<file path="config.mk">
export PLATFORM = sky130hd
export DESIGN_NAME = pattern_serializer_flat
export DESIGN_NICKNAME = d
export VERILOG_FILES = /design/src/rtl/pattern_serializer_if.sv /design/src/rtl/pattern_serializer.sv /design/src/flat_wrapper.sv
export SDC_FILE = /design/constraint.sdc
export NUM_CORES = 1
export LEC_CHECK = 0
export ABC_CLOCK_PERIOD_IN_PS = 2700
export CAP_MARGIN = 20
export CORE_MARGIN = 8
export CORE_UTILIZATION = 40
export DETAILED_ROUTE_END_ITERATION = 16
export SETUP_SLACK_MARGIN = 0.1
export SYNTH_ARGS = -nofsm -noshare
export SYNTH_HDL_FRONTEND = slang
export SYNTH_SLANG_ARGS = --single-unit
</file>
<file path="constraint.sdc">
create_clock -name clock -period 2.7 [get_ports clock]
set_input_delay 0.54 -clock clock [delete_from_list [all_inputs] [get_ports clock]]
set_output_delay 0.54 -clock clock [all_outputs]
set_load 0.02 [all_outputs]
</file>
<file path="src/rtl/pattern_serializer_if.sv">
// Bundle of pattern-write, frame-control and serial-output signals for pattern_serializer.
// master drives writes/controls and observes the serial stream; slave is the serializer.
interface pattern_serializer_if #(
    parameter int WIDTH = 8,
    parameter int DEPTH = 16
);
    localparam int BW = $clog2(WIDTH);
    localparam int AW = $clog2(DEPTH);

    logic             wr_en;
    logic [AW-1:0]    wr_addr;
    logic [WIDTH-1:0] wr_data;
    logic             start;
    logic [AW-1:0]    last_word;
    logic             mode_loop;
    logic             msb_first;
    logic             stall;
    logic             abort;
    logic             out;
    logic             out_valid;
    logic [BW-1:0]    bit_idx;
    logic [AW-1:0]    word_idx;
    logic             busy;
    logic             done;

    modport master (
        output wr_en, wr_addr, wr_data, start, last_word, mode_loop, msb_first, stall, abort,
        input  out, out_valid, bit_idx, word_idx, busy, done
    );

    modport slave (
        input  wr_en, wr_addr, wr_data, start, last_word, mode_loop, msb_first, stall, abort,
        output out, out_valid, bit_idx, word_idx, busy, done
    );
endinterface

</file>
<file path="src/rtl/pattern_serializer.sv">
// Pattern RAM serializer: emits stored words one bit per clock, first bit one edge after start is seen.
// stall inserts one out_valid=0 bubble per cycle with all state held; abort returns to IDLE at once.
module pattern_serializer #(
    parameter int WIDTH = 8,
    parameter int DEPTH = 16
) (
    input  logic clock,
    input  logic clear,
    pattern_serializer_if.slave bus
);
    localparam int BW = $clog2(WIDTH);
    localparam int AW = $clog2(DEPTH);

    typedef enum logic {IDLE, RUN} state_t;

    state_t           state, state_n;
    logic [WIDTH-1:0] mem [DEPTH];
    logic [BW-1:0]    bit_q, bit_n;
    logic [AW-1:0]    word_q, word_n;
    logic [AW-1:0]    last_q, last_n;
    logic             loop_q, loop_n;
    logic             msb_q, msb_n;
    logic             out_q, out_n;
    logic             vld_q, vld_n;
    logic             done_q, done_n;
    logic [WIDTH-1:0] cur_word;
    logic [BW-1:0]    sel;

    // Pattern storage is deliberately left out of reset so patterns survive a clear.
    always_ff @(posedge clock) begin
        if (bus.wr_en)
            mem[bus.wr_addr] <= bus.wr_data;
    end

    assign cur_word = mem[word_q];
    assign sel      = msb_q ? (BW'(WIDTH - 1) - bit_q) : bit_q;

    always_ff @(posedge clock or posedge clear) begin
        if (clear) begin
            state  <= IDLE;
            bit_q  <= '0;
            word_q <= '0;
            last_q <= '0;
            loop_q <= 1'b0;
            msb_q  <= 1'b0;
            out_q  <= 1'b0;
            vld_q  <= 1'b0;
            done_q <= 1'b0;
        end else begin
            state  <= state_n;
            bit_q  <= bit_n;
            word_q <= word_n;
            last_q <= last_n;
            loop_q <= loop_n;
            msb_q  <= msb_n;
            out_q  <= out_n;
            vld_q  <= vld_n;
            done_q <= done_n;
        end
    end

    always_comb begin
        state_n = state;
        bit_n   = bit_q;
        word_n  = word_q;
        last_n  = last_q;
        loop_n  = loop_q;
        msb_n   = msb_q;
        out_n   = out_q;
        vld_n   = 1'b0;
        done_n  = 1'b0;
        case (state)
            IDLE: begin
                if (bus.start && !bus.abort) begin
                    state_n = RUN;
                    last_n  = bus.last_word;
                    loop_n  = bus.mode_loop;
                    msb_n   = bus.msb_first;
                    bit_n   = '0;
                    word_n  = '0;
                end
            end
            RUN: begin
                if (bus.abort) begin
                    state_n = IDLE;
                    bit_n   = '0;
                    word_n  = '0;
                end else if (!bus.stall) begin
                    out_n = cur_word[sel];
                    vld_n = 1'b1;
                    if (bit_q != BW'(WIDTH - 1)) begin
                        bit_n = bit_q + BW'(1);
                    end else if (word_q < last_q) begin
                        bit_n  = '0;
                        word_n = word_q + AW'(1);
                    end else begin
                        // Frame complete: loop mode restarts at word 0 on the very next edge.
                        done_n = 1'b1;
                        bit_n  = '0;
                        word_n = '0;
                        if (!loop_q)
                            state_n = IDLE;
                    end
                end
            end
            default: state_n = IDLE;
        endcase
    end

    assign bus.out       = out_q;
    assign bus.out_valid = vld_q;
    assign bus.done      = done_q;
    assign bus.bit_idx   = bit_q;
    assign bus.word_idx  = word_q;
    assign bus.busy      = (state == RUN);
endmodule

</file>
<file path="src/flat_wrapper.sv">
// flat-port wrapper written by rule: the top's interface ports become plain ports
module pattern_serializer_flat 
#(
    parameter int WIDTH = 8,
    parameter int DEPTH = 16
)
  (clock, clear, bus_wr_en, bus_wr_addr, bus_wr_data, bus_start, bus_last_word, bus_mode_loop, bus_msb_first, bus_stall, bus_abort, bus_out, bus_out_valid, bus_bit_idx, bus_word_idx, bus_busy, bus_done);
  pattern_serializer_if #(.WIDTH(WIDTH), .DEPTH(DEPTH)) bus_i ();
  input  logic clock;
  input  logic clear;
  input wire logic [$bits(bus_i.wr_en)-1:0] bus_wr_en;
  input wire logic [$bits(bus_i.wr_addr)-1:0] bus_wr_addr;
  input wire logic [$bits(bus_i.wr_data)-1:0] bus_wr_data;
  input wire logic [$bits(bus_i.start)-1:0] bus_start;
  input wire logic [$bits(bus_i.last_word)-1:0] bus_last_word;
  input wire logic [$bits(bus_i.mode_loop)-1:0] bus_mode_loop;
  input wire logic [$bits(bus_i.msb_first)-1:0] bus_msb_first;
  input wire logic [$bits(bus_i.stall)-1:0] bus_stall;
  input wire logic [$bits(bus_i.abort)-1:0] bus_abort;
  output wire logic [$bits(bus_i.out)-1:0] bus_out;
  output wire logic [$bits(bus_i.out_valid)-1:0] bus_out_valid;
  output wire logic [$bits(bus_i.bit_idx)-1:0] bus_bit_idx;
  output wire logic [$bits(bus_i.word_idx)-1:0] bus_word_idx;
  output wire logic [$bits(bus_i.busy)-1:0] bus_busy;
  output wire logic [$bits(bus_i.done)-1:0] bus_done;
  assign bus_i.wr_en = bus_wr_en;
  assign bus_i.wr_addr = bus_wr_addr;
  assign bus_i.wr_data = bus_wr_data;
  assign bus_i.start = bus_start;
  assign bus_i.last_word = bus_last_word;
  assign bus_i.mode_loop = bus_mode_loop;
  assign bus_i.msb_first = bus_msb_first;
  assign bus_i.stall = bus_stall;
  assign bus_i.abort = bus_abort;
  assign bus_out = bus_i.out;
  assign bus_out_valid = bus_i.out_valid;
  assign bus_bit_idx = bus_i.bit_idx;
  assign bus_word_idx = bus_i.word_idx;
  assign bus_busy = bus_i.busy;
  assign bus_done = bus_i.done;
  pattern_serializer #(.WIDTH(WIDTH), .DEPTH(DEPTH)) u_core (.clock(clock), .clear(clear), .bus(bus_i));
endmodule
</file>
# [Word level (Yosys, flattened, before mapping)]
# Memory sizes are Yosys's and may differ from the RTL's.
# Index checks and enable logic that the tools add are counted.
[op_classes] n_reduce_logical=6 shifts=0 mul=0 n_div=0 bitwise_logic=3 magnitude_cmp=2 n_mux=31 add_sub_neg=3 n_eq_ne=4
[op_table] operator="4-bit 2-to-1 mux" n=5
[op_table] operator="1-bit 2-to-1 mux" n=17
[op_table] operator="3-bit 2-to-1 mux" n=5
[op_table] operator="3-bit inequality test, second input constant" n=3
[op_table] operator="4-bit one-hot mux with 2 select lines" n=1
[op_table] operator="3-bit one-hot mux with 2 select lines" n=1
[op_table] operator="3-bit AND reduction" n=2
[op_table] operator="4-bit by 1-bit adder with 4-bit output, second input constant" n=1
[op_table] operator="3-bit by 4-bit < comparator with 1-bit output, second input constant" n=1
[op_table] operator="4-bit < comparator" n=1
[op_table] operator="2-bit AND reduction" n=2
[op_table] operator="3-bit by 1-bit adder with 3-bit output, second input constant" n=1
[op_table] operator="1-bit binary-select mux with 3-bit select" n=1
[op_table] operator="1-bit NOT" n=3
[op_table] operator="3-bit subtractor, first input constant" n=1
[op_table] operator="2-bit by 1-bit inequality test with 1-bit output, second input constant" n=1
[op_table] operator="1-bit one-hot mux with 2 select lines" n=1
[op_table] operator="1-bit logical AND" n=1
[op_table] operator="1-bit zero test" n=1
[word_totals] inputBits=24 latchBits=0 reg_bits=17 output_inout_bits=11 romBits=0 ram_bits=128 memories=1
[memory_table] memory="u_core.mem" depth=16 width=8 rd=1 rd_clocked_by_memory_dff=0 wr=1 line_no="pattern_serializer.sv:17" source="logic [WIDTH-1:0] mem [DEPTH];"

# [Longest topological paths before layout]
# Gate-level depths: netlist (run 1).
[depth] word_depth=6 mapped_depth=9 mapped_depth_nobuf=7

# [Least setup slack after synthesis (run 1)]
# Ideal clock, no wire load.
[synth_path] kind="flip-flop to flip-flop" startpoint="reg u_core.word_q[1], in the netlist u_core.bus.word_idx[1]" endpoint="reg u_core.out_q, in the netlist u_core.bus.out" t_arrival_ns=2.324 setup_ns=0.120 t_required_ns=2.580 slack_ns=0.257 period_less_slack_ns=2.443 path_stages_with_launch=8 path_buffers=2 cell_sequence="dfrtp_1 -> clkbuf_1 -> clkbuf_1 -> mux4_2 -> a22oi_1 -> a22oi_1 -> or4_1 -> a31o_1"
[synth_via] elab_chain_len=3
[synth_rtl] element="from (decl)" line_no="pattern_serializer.sv:19" source="logic [AW-1:0] word_q, word_n;"
[synth_rtl] element="from (signal assigned)" line_no="pattern_serializer.sv:52" source="word_q <= word_n;"
[synth_rtl] element="memory read 16 x 8 bit"
[synth_rtl] element="1-bit binary-select mux with 3-bit select" line_no="pattern_serializer.sv:89" source="out_n = cur_word[sel];"
[synth_rtl] element="1-bit 2-to-1 mux (implied by the code)" line_no="pattern_serializer.sv:89"
[synth_rtl] element="to (signal assigned)" line_no="pattern_serializer.sv:56" source="out_q <= out_n;"
[synth_rtl] element="to (decl)" line_no="pattern_serializer.sv:23" source="logic out_q, out_n;"
# No other way between the ends. The select of a mux whose other input is x is not followed.
# A chain may end at the register's enable or synchronous reset.

# [Worst setup path after layout (run 1)]
[layout_path] startpoint="reg u_core.word_q[0], in the netlist u_core.bus.word_idx[0]" endpoint="reg u_core.out_q, in the netlist u_core.bus.out"
# Same word-level chain as after synthesis.

==> results.json, run 1 <==
{
  "grt_overflow": 0,
  "synth_top_area_share_pct": 64.9,
  "synthArstFlopShare_pct": 11.7,
  "cts_buffers": 17,
  "finalNetCount": 406,
  "powerDensity_mw_per_mm2": 703,
  "die_h_um": 138,
  "crit_path_start_kind": "flip-flop",
  "start_util_pct": 40.9,
  "peakVddDrop_uv": 459,
  "timing.rr.start": "u_core.bus.word_idx[0]$_DFFE_PP0P_",
  "whs_path_depth": 1,
  "worst_pin_slew_ns": 0.710,
  "synth.distinct_cells": 35,
  "drtIter0Drc": 252,
  "worstSetupPathType": "flip-flop to flip-flop",
  "hold_buffers": 0,
  "outcome": "finished, final reports clean",
  "place.gp.congestion": 0.782,
  "synthesis.area_mm2": 0.00592,
  "ys.flop_type": "edfxtp_1",
  "hold_class": "flip-flop to flip-flop",
  "ys_seq_area_share_pct": 72.1,
  "cts_tree": "yes",
  "synth.area.top_cells": "edfxtp_1 65%, dfrtp_1 7.2%, mux4_2 6.8%",
  "clk_path_buf_depth": 2,
  "fin_tns_setup_ns": 0,
  "antenna_found_initial": 0,
  "fp.coreArea_mm2": 0.0145,
  "min-delay-start": "u_core.last_q[0]$_DFFE_PP0P_",
  "skew_ns": 0.00339,
  "gr-usage-all-layers_pct": 13.8,
  "finalHoldViolCount": 0,
  "dp_cells": 541,
  "drt-wirelength-per-cell_um": 21.2,
  "synth_edf_count": 128,
  "die_w_um": 138,
  "slew_headroom_pct": 52.6,
  "post-route-min-period_ns": 2.46,
  "fill_cells": 1191,
  "rows": 44,
  "root_buffer": "clkbuf_16",
  "maxCapViolations": 0,
  "vias_per_cell": 5.43,
  "ys_ff_latch": 145,
  "syn-num-nets": 346,
  "grt_pass1_wl_mm": 19.1,
  "place.port_buffers": 34,
  "worstPathRequired_ns": 3.00,
  "holdWs_ns": 0.525,
  "grt_start_max_net_pins": 32,
  "netlist_top_cells_count": "128 x edfxtp_1, 22 x a22oi_1, 18 x mux4_2, 18 x nor2_1, 17 x dfrtp_1",
  "setup_violations": 0,
  "die_area_mm2": 0.0189,
  "ctsResizeCount": 0,
  "hpwl_mm": 8.04,
  "finalPower_mw": 5.01,
  "cellLeakagePower_nw": 2.40,
  "yosys.area.top_type": "edfxtp_1",
  "pin_count": 35,
  "postCtsSetupRepairBufs": 0,
  "min_period_over_period_pct": 91.2,
  "drc": 0,
  "multiInputGateArea_mm2": 0.00155,
  "syn_to_final_growth_pct": 20.3,
  "finalInstanceArea_mm2": 0.00712,
  "dpl_worst_slack_ns": 0.234,
  "insertion_delay_ns": 0.41,
  "holdPathEnd": "u_core.last_q[0]$_DFFE_PP0P_",
  "rsz0062_at_grt": "false",
  "detail-route-antenna-nets": 0,
  "syn_avg_cell_area_um2": 18.7,
  "first_global_vias": 3341,
  "utilization_pct": 49.2,
  "vias": 3100,
  "r2r-end": "u_core.bus.out$_DFFE_PP0P_",
  "yosysMostFrequentCell": "edfxtp_1",
  "rrSetupSlack_ns": 0.24,
  "drive_gt1_share_pct": 17.6,
  "seq_area_mm2": 0.00427,
  "path_max_fanout": 31,
  "drtPass1Iterations": 4,
  "cts.htree.levels": 4,
  "diodes": 0,
  "dpl_cell_area_mm2": 0.00659,
  "setup_slack_ns": 0.237,
  "clk_pin_slew_ns": 0.06,
  "fmax_ghz": 0.406,
  "final_cells": 571,
  "crit_path_end_kind": "flip-flop",
  "synthCells": 316,
  "wl_mm": 12.1,
  "yosys_warnings": 0,
  "slew_violations": 0,
  "cp.arrival_ns": 2.76,
  "r2r_cells": 7,
  "cts.sinks": 145
}
-- how the worst max path moves through the flow --
stage                                            start                         end  slack (ns)  cells past startpoint
floorplan           u_core.bus.word_idx[1]$_DFFE_PP0P_  u_core.bus.out$_DFFE_PP0P_        0.26                      7
global placement    u_core.bus.word_idx[0]$_DFFE_PP0P_  u_core.bus.out$_DFFE_PP0P_        0.29                      7
detailed placement  u_core.bus.word_idx[0]$_DFFE_PP0P_  u_core.bus.out$_DFFE_PP0P_        0.23                      7
CTS                 u_core.bus.word_idx[0]$_DFFE_PP0P_  u_core.bus.out$_DFFE_PP0P_        0.23                      7
global route        u_core.bus.word_idx[0]$_DFFE_PP0P_  u_core.bus.out$_DFFE_PP0P_        0.16                      7
finish              u_core.bus.word_idx[0]$_DFFE_PP0P_  u_core.bus.out$_DFFE_PP0P_        0.24                      7
-- state kept, by name, indices dropped and copies added (netlist names) --
register / cells
u_core.mem: 128
u_core.bus.out: 1
u_core.bus.busy: 1
u_core.msb_q: 1
u_core.bus.out_valid: 1
u_core.bus.word_idx: 4
u_core.last_q: 4
u_core.bus.bit_idx: 3
u_core.loop_q: 1
u_core.bus.done: 1
-- power breakdown --
part | internal, mW | leakage, nW | switching (mW) | total, mW
sequential | 2.52 | 1.38 | 0.0425 | 2.56
clock | 1.32 | 0.255 | 0.804 | 2.13
combinational | 0.154 | 0.770 | 0.165 | 0.319
-- worst max-delay path, cell delays in order (launching register included) --
cell	delay, ns
dfrtp_2	0.38
buf_12	0.23
mux4_1	0.58
a22oi_1	0.25
a22o_1	0.17
nand2_1	0.06
or4_1	0.41
a31o_1	0.24
-- cells in the final DEF, fill, tap and decap left out, types with 2 or more instances in the layout --
cell and n:
a21o_1 3, a21oi_1 3, a22o_1 3, a22oi_1 22, buf_4 21, bufinv_16 2, clkbuf_1 3, clkbuf_16 17
clkdlybuf4s50_1 34, clkinv_1 6, dfrtp_1 16, edfxtp_1 128, ha_1 6, inv_1 6, mux2_2 3, mux2i_1 2
mux4_1 14, mux4_2 18, nand2_1 11, nand2b_1 4, nand3_1 4, nand3b_1 5, nor2_1 18, nor2b_1 4
nor3_1 4, nor3b_1 3, o21ai_0 8, o21bai_1 3, or3_1 2, or3b_2 3, xor2_1 2
-- area by class of cell --
cell class	instances	share of cell area, %
tap	184	3.23
clock inverter	10	1.34
sequential	145	60.0
clock buffer	20	6.13
multi-input combinational	150	21.7
inverter	6	0.316
timing repair buffer	56	7.27
-- layer usage --
metal  up-vias  global-route usage [%]  part of all wire (%)
li1       1408                       -                     -
met5         -                       0                     0
met2        77                    20.1                    46
met4         0                    6.88                   2.3
met3        16                    3.79                   6.0
met1      1599                    18.7                    46
-- cells by family (layout without fill, tap and decap cells) --
kind of cell	Yosys count	in the layout	share of synthesized area, %
adder cells (fa/ha/maj)	6	6	1.27
AND/OR/NAND/NOR	60	60	5.26
XOR/XNOR	2	2	0.296
flip-flops	145	145	72.1
AO/OA/AOI/OAI	45	45	5.37
multiplexers	37	37	14.0
buffers and inverters	21	92	1.71
No activity file was read; power rests on OpenSTA's default activity.
==> run 2, diff against run 1 <==
--- a/config.mk
+++ b/config.mk
@@ -7,7 +7,7 @@
 export LEC_CHECK = 0
 export ABC_CLOCK_PERIOD_IN_PS = 2700
 export CAP_MARGIN = 20
-export CORE_MARGIN = 8
+export CORE_MARGIN = 2
 export CORE_UTILIZATION = 40
 export DETAILED_ROUTE_END_ITERATION = 16
 export SETUP_SLACK_MARGIN = 0.1
==> run 2 against run 1 <==
Net effect:
- via count rose by 2.4%
- clock power about the same
- critical path depth is 1 lower
- largest cell class unchanged
- largest power group unchanged
==> results.json, run 2 (same netlist as run 1, synthesis figures left out) <==
{
  "finalNetCount": 409,
  "dpl_worst_slack_ns": 0.293,
  "p_clk_share_pct": 42.6,
  "highest_layer": "met4",
  "crit_chain": "buf_12 > mux4_1 > a22oi_1 > a22oi_1 > or4_1 > a31o_1",
  "slowest_stage": "mux4_1",
  "final_common_cell": "edfxtp_1",
  "setup_violations": 0,
  "p_int_mw": 3.94,
  "crit_path_frequent_cell": "a22oi_1",
  "regMostFlops": "u_core.mem",
  "hold_buffers": 0,
  "fin_tns_setup_ns": 0,
  "holdWs_ns": 0.520,
  "grt_overflow": 0,
  "p_sw_mw": 1.07,
  "finalHoldViolCount": 0,
  "drt-wirelength-per-cell_um": 20.8,
  "pin_count": 35,
  "postCtsSetupRepairBufs": 0,
  "cts_buffers": 17,
  "cellLeakagePower_nw": 2.43,
  "skew_ns": 0.00861,
  "setup_slack_ns": 0.296,
  "worstSetupPathType": "flip-flop to flip-flop",
  "p_comb_share_pct": 6.3,
  "worstPathRequired_ns": 3.00,
  "slew_headroom_pct": 44.1,
  "rsz0062_at_grt": "false",
  "drc": 0,
  "maxCapViolations": 0,
  "wl_met2_mm": 5.53,
  "place.port_buffers": 34,
  "die_h_um": 126,
  "fmax_ghz": 0.416,
  "diodes": 0,
  "final_cell_mix": "128 x edfxtp_1, 34 x clkdlybuf4s50_1, 23 x buf_4",
  "root_buffer": "clkbuf_16",
  "cpPeakStageDelay_ns": 0.57,
  "insertion_delay_ns": 0.42,
  "ctsResizeCount": 0,
  "slew_violations": 0,
  "die_area_mm2": 0.0158,
  "drtPass1Iterations": 4,
  "die_w_um": 126,
  "start_util_pct": 40.9,
  "min_period_over_period_pct": 89.0,
  "met1_length_mm": 5.54,
  "clk_pin_slew_ns": 0.06,
  "grt_start_max_net_pins": 36,
  "peakVddDrop_uv": 453,
  "first_global_vias": 3334,
  "seqPwrFrac_pct": 51.1,
  "drtIter0Drc": 254,
  "hpwl_mm": 7.73,
  "rows": 44,
  "crit_path_start_kind": "flip-flop",
  "crit_path_end_kind": "flip-flop",
  "clk_path_buf_depth": 2,
  "post-route-min-period_ns": 2.40,
  "outcome": "finished, final reports clean",
  "grt_pass1_wl_mm": 18.7,
  "place.gp.congestion": 0.777,
  "syn_to_final_growth_pct": 21.1,
  "vias_per_cell": 5.51,
  "worst_pin_slew_ns": 0.836,
  "antenna_found_initial": 0,
  "largest_reg_flops": 128,
  "drive_gt1_share_pct": 19.9,
  "powerDensity_mw_per_mm2": 699,
  "path_max_fanout": 18,
  "cts.sinks": 145,
  "wl_mm": 12.0,
  "gr-usage-all-layers_pct": 16.2,
  "detail-route-antenna-nets": 0,
  "p_sw_share_pct": 21.4,
  "hold_class": "flip-flop to flip-flop",
  "fp.coreArea_mm2": 0.0145,
  "cts_tree": "yes",
  "cp.arrival_ns": 2.70,
  "cts.htree.levels": 4,
  "vias": 3175,
  "wl_met3_um": 608
}
## run 2: cell count changes in the layout (fill, tap and decap cells not counted), sizes merged
cell,change
bufinv,-1
clkbuf,-1
clkinvlp,+1
buf,+3
inv,+3
## run 2: routing by layer
layer	vias to the layer above	global-route usage, %
met5	-	0
met4	0	6.73
met3	22	4.46
met2	99	24.6
met1	1627	22.2
li1	1427	-
## run 2: power by group through the flow
stage	Combinational, mW	Sequential (mW)	Clock [mW]
after floorplan	0.178	2.59	0
after global placement	0.313	2.60	0
after detailed placement	0.321	2.60	0
after CTS	0.321	2.56	2.17
after global routing	0.347	2.57	2.27
final	0.316	2.56	2.13
## run 2: layout make-up
cell class / instances / area (um2)
Sequential cell: 145 / 4270
Timing Repair Buffer: 59 / 553
Fill cell: 1155 / 7310
Inverter: 6 / 22.5
Tap cell: 184 / 230
Multi-Input combinational cell: 150 / 1550
Clock buffer: 19 / 433
Clock inverter: 13 / 111
## run 2: worst paths after layout
| path | slack, ns | to | start | cells after the start |
|---|---|---|---|---|
| max in group asynchronous | 1.70 | u_core.bus.word_idx[0]$_DFFE_PP0P_ | clear | 2 |
| max | 0.30 | u_core.bus.out$_DFFE_PP0P_ | u_core.bus.word_idx[0]$_DFFE_PP0P_ | 6 |
| min in group asynchronous | 0.54 | u_core.last_q[2]$_DFFE_PP0P_ | clear | 2 |
| max reg2reg | 0.30 | u_core.bus.out$_DFFE_PP0P_ | u_core.bus.word_idx[0]$_DFFE_PP0P_ | 6 |
| min reg2reg | 0.52 | u_core.last_q[0]$_DFFE_PP0P_ | u_core.last_q[0]$_DFFE_PP0P_ | 1 |
| min | 0.52 | u_core.last_q[0]$_DFFE_PP0P_ | u_core.last_q[0]$_DFFE_PP0P_ | 1 |
## run 2: critical path: cells and delay by family, from the launching register on
family / cells / cell delay (ns)
flops: 1 / 0.46
compound gates: 3 / 0.57
buf+inv: 1 / 0.21
simple gates: 1 / 0.48
mux: 1 / 0.57
## run 2: through the flow
stage / utilization [%] / cells / power, mW / instance area (um2)
finish: 49.5 / 576 / 5.01 / 7170
global route: 49.5 / 576 / 5.18 / 7170
CTS: 49.5 / 576 / 5.05 / 7170
detailed placement: 45.8 / 544 / 2.92 / 6630
global placement: 45.8 / 544 / 2.91 / 6630
floorplan: - / 316 / 2.77 / 5920
==> run 3, diff against run 2 <==
--- a/config.mk
+++ b/config.mk
@@ -14,3 +14,4 @@
 export SYNTH_ARGS = -nofsm -noshare
 export SYNTH_HDL_FRONTEND = slang
 export SYNTH_SLANG_ARGS = --single-unit
+export TNS_END_PERCENT = 50
==> results of run 3 <==
No change in the layout: final DEF, timing and power equal those of run 2.
